File: src/rtl/beezip_job_scheduler_pkg.sv
// rtl/beezip_job_scheduler_pkg.sv - shared defaults and state encoding for the beezip job scheduler
package beezip_job_scheduler_pkg;

    // Beat width of the beezip input port is HASH_ISSUE_WIDTH bytes.
    localparam int HASH_ISSUE_WIDTH   = 4;
    localparam int SCHED_NUM_CH       = 4;
    localparam int SCHED_MAX_INFLIGHT = 4;

    typedef enum logic {
        ST_IDLE   = 1'b0,
        ST_STREAM = 1'b1
    } sched_state_e;

endpackage

File: src/rtl/beezip_job_scheduler_fifo.sv
// rtl/beezip_job_scheduler_fifo.sv - synchronous tag queue holding the owner channel of each in-flight job
//
// Ports:
//   clk, rst_n                          clock, synchronous active-low reset
//   input_valid/input_ready/input_data  push side
//   output_valid/output_ready/output_data  pop side; output_data is zero while empty
module fifo #(
    parameter int W     = 2,
    parameter int DEPTH = 4
) (
    input  logic         clk,
    input  logic         rst_n,
    input  logic         input_valid,
    output logic         input_ready,
    input  logic [W-1:0] input_data,
    output logic         output_valid,
    input  logic         output_ready,
    output logic [W-1:0] output_data
);

    localparam int PTR_W = (DEPTH > 1) ? $clog2(DEPTH) : 1;
    localparam int CNT_W = $clog2(DEPTH) + 1;

    logic [W-1:0]     mem_q [DEPTH];
    logic [W-1:0]     mem_d [DEPTH];
    logic [PTR_W-1:0] wr_ptr_q, wr_ptr_d;
    logic [PTR_W-1:0] rd_ptr_q, rd_ptr_d;
    logic [CNT_W-1:0] count_q, count_d;
    logic             push, pop;

    function automatic logic [PTR_W-1:0] ptr_inc(input logic [PTR_W-1:0] p);
        return (p == PTR_W'(DEPTH - 1)) ? '0 : p + PTR_W'(1);
    endfunction

    assign input_ready  = (count_q != CNT_W'(DEPTH));
    assign output_valid = (count_q != '0);
    assign output_data  = output_valid ? mem_q[rd_ptr_q] : '0;
    assign push         = input_valid && input_ready;
    assign pop          = output_valid && output_ready;

    always_comb begin
        mem_d    = mem_q;
        wr_ptr_d = wr_ptr_q;
        rd_ptr_d = rd_ptr_q;
        count_d  = count_q + CNT_W'(push) - CNT_W'(pop);
        if (push) begin
            mem_d[wr_ptr_q] = input_data;
            wr_ptr_d        = ptr_inc(wr_ptr_q);
        end
        if (pop) begin
            rd_ptr_d = ptr_inc(rd_ptr_q);
        end
    end

    always_ff @(posedge clk) begin
        if (!rst_n) begin
            for (int i = 0; i < DEPTH; i++) begin
                mem_q[i] <= '0;
            end
            wr_ptr_q <= '0;
            rd_ptr_q <= '0;
            count_q  <= '0;
        end else begin
            mem_q    <= mem_d;
            wr_ptr_q <= wr_ptr_d;
            rd_ptr_q <= rd_ptr_d;
            count_q  <= count_d;
        end
    end

endmodule

File: src/rtl/beezip_job_scheduler.sv
// rtl/beezip_job_scheduler.sv - round-robin job-level arbiter sharing one beezip input among NUM_CH streams
//
// Ports:
//   clk, rst_n                       clock, synchronous active-low reset
//   cfg_enable                       allows new grants; current job always completes
//   ch_valid/ch_ready/ch_delim/ch_data  per-channel beat streams (channel i at [i*DATA_W +: DATA_W])
//   bz_input_valid/ready/delim/data  beat stream into beezip
//   job_done                         retire pulse for the oldest in-flight job
//   head_job_valid/head_job_ch       owner of the oldest in-flight job
//   inflight_cnt                     jobs granted but not yet retired
//   busy                             streaming or jobs in flight
//   err_done_underflow               sticky: job_done seen with nothing in flight
module beezip_job_scheduler
    import beezip_job_scheduler_pkg::*;
#(
    parameter int NUM_CH       = SCHED_NUM_CH,
    parameter int CH_W         = 2,
    parameter int MAX_INFLIGHT = SCHED_MAX_INFLIGHT,
    parameter int DATA_W       = HASH_ISSUE_WIDTH * 8
) (
    input  logic                         clk,
    input  logic                         rst_n,
    input  logic                         cfg_enable,
    input  logic [NUM_CH-1:0]            ch_valid,
    output logic [NUM_CH-1:0]            ch_ready,
    input  logic [NUM_CH-1:0]            ch_delim,
    input  logic [NUM_CH*DATA_W-1:0]     ch_data,
    output logic                         bz_input_valid,
    input  logic                         bz_input_ready,
    output logic                         bz_input_delim,
    output logic [DATA_W-1:0]            bz_input_data,
    input  logic                         job_done,
    output logic                         head_job_valid,
    output logic [CH_W-1:0]              head_job_ch,
    output logic [$clog2(MAX_INFLIGHT):0] inflight_cnt,
    output logic                         busy,
    output logic                         err_done_underflow
);

    localparam int CNT_W = $clog2(MAX_INFLIGHT) + 1;

    sched_state_e     state_q, state_d;
    logic [CH_W-1:0]  grant_ch_q, grant_ch_d;
    logic [CH_W-1:0]  rr_ptr_q, rr_ptr_d;
    logic [CNT_W-1:0] inflight_cnt_q, inflight_cnt_d;
    logic             err_q, err_d;

    logic [DATA_W-1:0] ch_data_arr [NUM_CH];
    logic [CH_W-1:0]   pick_ch;
    logic              tag_ready;
    logic              grant;
    logic              done_ok;

    for (genvar i = 0; i < NUM_CH; i++) begin : g_unpack
        assign ch_data_arr[i] = ch_data[i*DATA_W +: DATA_W];
    end

    // First valid channel at or above ptr, wrapping modulo NUM_CH.
    function automatic logic [CH_W-1:0] rr_pick(input logic [NUM_CH-1:0] v,
                                                 input logic [CH_W-1:0]   ptr);
        logic [CH_W-1:0] pick;
        logic [CH_W-1:0] cand;
        logic            found;
        int              sum;
        pick  = ptr;
        found = 1'b0;
        for (int i = 0; i < NUM_CH; i++) begin
            sum = int'(ptr) + i;
            if (sum >= NUM_CH) begin
                sum = sum - NUM_CH;
            end
            cand = CH_W'(sum);
            if (!found && v[cand]) begin
                pick  = cand;
                found = 1'b1;
            end
        end
        return pick;
    endfunction

    assign pick_ch = rr_pick(ch_valid, rr_ptr_q);
    // A pop only counts when something is actually in flight.
    assign done_ok = job_done && (inflight_cnt_q != '0);

    always_comb begin
        state_d        = state_q;
        grant_ch_d     = grant_ch_q;
        rr_ptr_d       = rr_ptr_q;
        grant          = 1'b0;
        ch_ready       = '0;
        bz_input_valid = 1'b0;
        // Data/delim always follow the last granted channel; only valid/ready are gated.
        bz_input_data  = ch_data_arr[grant_ch_q];
        bz_input_delim = ch_delim[grant_ch_q];
        case (state_q)
            ST_IDLE: begin
                // Full check uses the registered count, so a same-cycle job_done
                // never makes room for a grant.
                if (cfg_enable && (inflight_cnt_q < CNT_W'(MAX_INFLIGHT)) &&
                    (ch_valid != '0) && tag_ready) begin
                    grant      = 1'b1;
                    grant_ch_d = pick_ch;
                    rr_ptr_d   = (pick_ch == CH_W'(NUM_CH - 1)) ? '0 : pick_ch + CH_W'(1);
                    state_d    = ST_STREAM;
                end
            end
            ST_STREAM: begin
                bz_input_valid       = ch_valid[grant_ch_q];
                ch_ready[grant_ch_q] = bz_input_ready;
                if (ch_valid[grant_ch_q] && bz_input_ready && ch_delim[grant_ch_q]) begin
                    state_d = ST_IDLE;
                end
            end
            default: state_d = ST_IDLE;
        endcase
        inflight_cnt_d = inflight_cnt_q + CNT_W'(grant) - CNT_W'(done_ok);
        err_d          = err_q || (job_done && (inflight_cnt_q == '0));
    end

    always_ff @(posedge clk) begin
        if (!rst_n) begin
            state_q        <= ST_IDLE;
            grant_ch_q     <= '0;
            rr_ptr_q       <= '0;
            inflight_cnt_q <= '0;
            err_q          <= 1'b0;
        end else begin
            state_q        <= state_d;
            grant_ch_q     <= grant_ch_d;
            rr_ptr_q       <= rr_ptr_d;
            inflight_cnt_q <= inflight_cnt_d;
            err_q          <= err_d;
        end
    end

    fifo #(
        .W     (CH_W),
        .DEPTH (MAX_INFLIGHT)
    ) u_tag_fifo (
        .clk          (clk),
        .rst_n        (rst_n),
        .input_valid  (grant),
        .input_ready  (tag_ready),
        .input_data   (grant_ch_d),
        .output_valid (head_job_valid),
        .output_ready (done_ok),
        .output_data  (head_job_ch)
    );

    assign inflight_cnt       = inflight_cnt_q;
    assign busy               = (state_q != ST_IDLE) || (inflight_cnt_q != '0);
    assign err_done_underflow = err_q;

endmodule

File: config.mk
export PLATFORM = sky130hd
export DESIGN_NAME = beezip_job_scheduler
export DESIGN_NICKNAME = d
export VERILOG_FILES = /design/src/rtl/beezip_job_scheduler_pkg.sv /design/src/rtl/beezip_job_scheduler_fifo.sv /design/src/rtl/beezip_job_scheduler.sv
export SDC_FILE = /design/constraint.sdc
export NUM_CORES = 1
export LEC_CHECK = 0
export ABC_AREA = 1
export CAP_MARGIN = 20
export CORE_UTILIZATION = 36
export DETAILED_ROUTE_END_ITERATION = 10
export PLACE_DENSITY = 0.95
export SLEW_MARGIN = 40
export SYNTH_ARGS = -nofsm -noshare
export SYNTH_HDL_FRONTEND = slang
export SYNTH_SLANG_ARGS = --single-unit
File: constraint.sdc
create_clock -name clk -period 5.9 [get_ports clk]
set_clock_uncertainty 0.2 [all_clocks]
set_input_delay 1.77 -clock clk [delete_from_list [all_inputs] [get_ports clk]]
set_output_delay 1.77 -clock clk [all_outputs]
set_load 0.01 [all_outputs]
==> qor.txt <==
outcome - complete, no violations
die area - 0.00661 mm²
Main synth FF type - dfxtp_1
total global-route track usage - 0.306
Die W - 81.3 µm
area of the multi-input gates - 0.00153 mm²
Clock H-tree levels - 1
core area - 0.00599 mm²
worst min path class - reg2reg
Clock Path Buffers - 2
critical path data required time - 3.93 ns
largest net degree at the start of global routing - 34
EDFF count, synth - 0
Commonest cells post-synth - nand2_1, a22oi_1, inv_1
Synth Cell Area - 0.00226 mm²
die boundary height - 81.3 µm
FFs w/ async S/R, synth - 0
gr ovfl total - 0
clk_lat worst skew - 0.28 ns
Storage cell area - 480 µm²
RSZ-0062 raised after global routing - false
vias per cell - 5.29
initial cell density of the core - 0.378
Routed WL - 10.4 mm
Fmax achieved - 187 MHz
DRC viols - 0
CP endpoint kind - primary output
CTS Hold Bufs - 0
fill cell count - 482
sequential area share after synthesis - 0.212
Ys Warns - 0
path type of the worst setup path - in2out
fin nets - 692
clock sinks - 24
Layout Utilization - 0.707
Area Overhead vs Synth - 87.1%
WHS Path Cells - 2
gpl congestion - 0.900
Critical Path AT - 3.38 ns
cts bufs inserted - 3
DRT iter0 DRCs - 227
synthesis-stage register bit count - 24
Least-Margin Pin Slew - 0.602 ns
CTS tree - done
Final Hold Fails - 0
R2R depth - 12
Synth area leaders - dfxtp_1, nand2_1, a22oi_1, inv_1, nand3_1
CP Launch Type - input port
DRT Pass-1 Iters - 5
peak fanout along the critical path - 4
# Post-CTS Setup Buffers - 0
Synth cell types - 28
Mean Syn Cell Area - 6.22 µm²
max cap viols - 0
Power Total - 0.00154 W
Port Buffers - 186
final setup vio count - 0
Final TNS setup - 0 ns
Syn Inst Count - 364
vias in the first global route - 3126
Net Count, Synth - 516
via count - 3253
top-count cell post-synth - nand2_1
Clock transition at path regs - 0.08 ns
final worst path period share - 0.906
VDD IR-drop max - 0.213 mV
final worst setup slack - 0.553 ns
# IOs - 187
hpwl dp - 8.34 mm
DRT antenna net count - 0
Slew HR - 0.598
pre-CTS WS - 0.543 ns
# rows - 28
first-pass GRT wire length - 15.3 mm
R2R Setup Slk - 3.19 ns
reg-to-reg endpoint - inflight_cnt[2]$_SDFF_PN0_
power per standard cell area - 365 mW/mm²
reg-to-reg startpoint - u_tag_fifo.count_q[1]$_SDFF_PN0_
worst hold endpoint - err_done_underflow$_SDFF_PN0_
hold_sp - err_done_underflow$_SDFF_PN0_
Max Slew Vio Count - 0
cell taking the most area after synthesis - dfxtp_1
LEAKAGE - 1.82 nW
root buf cell - clkbuf_8
Post-CTS Resized - 0
Yosys top cell area share - 0.212
share of cells above drive strength 1 - 0.0501
Tmin final - 5.35 ns
routed len/inst - 16.9 µm
antenna violations before repair - 1
[cell usage in the layout, fill, tap and decap left out, drive strengths merged, types with 2 or more instances in the layout]
| cell type | instances |
|---|---|
| fa | 2 |
| dfxtp | 24 |
| a22oi | 51 |
| inv | 47 |
| ha | 9 |
| nand3 | 28 |
| nand4 | 2 |
| clkdlybuf4s50 | 186 |
| nand2 | 115 |
| a21oi | 23 |
| clkbuf | 3 |
| nor2 | 17 |
| nor3 | 4 |
| buf | 2 |
| o21ai | 18 |
| xor2 | 2 |
| o21bai | 2 |
[state kept, by name, summed over array words and instances, names as in the netlist]
register,count
u_tag_fifo.count_q,3
rr_ptr_q,2
grant_ch_q,2
err_done_underflow,1
u_tag_fifo.wr_ptr_q,2
inflight_cnt,3
state_q,1
u_tag_fifo.mem_q,8
u_tag_fifo.rd_ptr_q,2
[worst max path at each step]
stage / startpoint / cells past startpoint / to
2_1_floorplan: ch_valid[3] / 4 / bz_input_valid
4_1_cts: ch_valid[3] / 6 / bz_input_valid
5_1_grt: ch_valid[3] / 6 / bz_input_valid
3_5_place_dp: ch_valid[3] / 6 / bz_input_valid
6_report: ch_valid[3] / 6 / bz_input_valid
3_3_place_gp: ch_valid[3] / 6 / bz_input_valid
[worst max-delay path, stage by stage]
cell	delay [ns]
clkdlybuf4s50_1	0.51
inv_1	0.10
o221ai_1	0.27
inv_1	0.07
nor2_1	0.09
clkdlybuf4s50_1	0.56
[final cells by class]
type	instances	area share
flip-flops and latches	24	0.113
well taps	75	0.0222
repair buffers	188	0.443
multi-input cells	276	0.362
diodes	1	0.000591
clock buffers	3	0.00975
clock inverters	1	0.00709
inverters	47	0.0417
[layer usage]
layer  track usage  part of all wire  vias up
li1              -                 -     1576
met1         0.359              0.40     1475
met2         0.527              0.48      166
met3        0.0539             0.060       36
met4         0.157             0.053        0
met5             0                 0        -
[power by group]
part | internal (W) | leakage [nW] | switching [W]
logic | 0.000543 | 1.59 | 0.000589
registers | 0.000209 | 0.197 | 0.0000566
clock network | 0.0000909 | 0.0357 | 0.0000575
total | 0.000842 | 1.82 | 0.000703
[through the flow]
stage          std cells  hold slack (ns)  area, µm²
3_3_place_gp         610            0.242       4160
5_1_grt              615            0.313       4230
2_1_floorplan        364            0.274       2260
3_5_place_dp         610            0.265       4160
4_1_cts              614            0.280       4230
6_report             615            0.274       4230
[logic make-up after synthesis]
| logic type | Yosys count | share of synthesized area |
|---|---|---|
| compound gates | 96 | 0.274 |
| fa+ha+maj | 11 | 0.0674 |
| xor+xnor | 3 | 0.0116 |
| flops | 24 | 0.212 |
| simple gates | 166 | 0.322 |
| buf+inv | 64 | 0.113 |
Power figures use the tool's default switching activity.
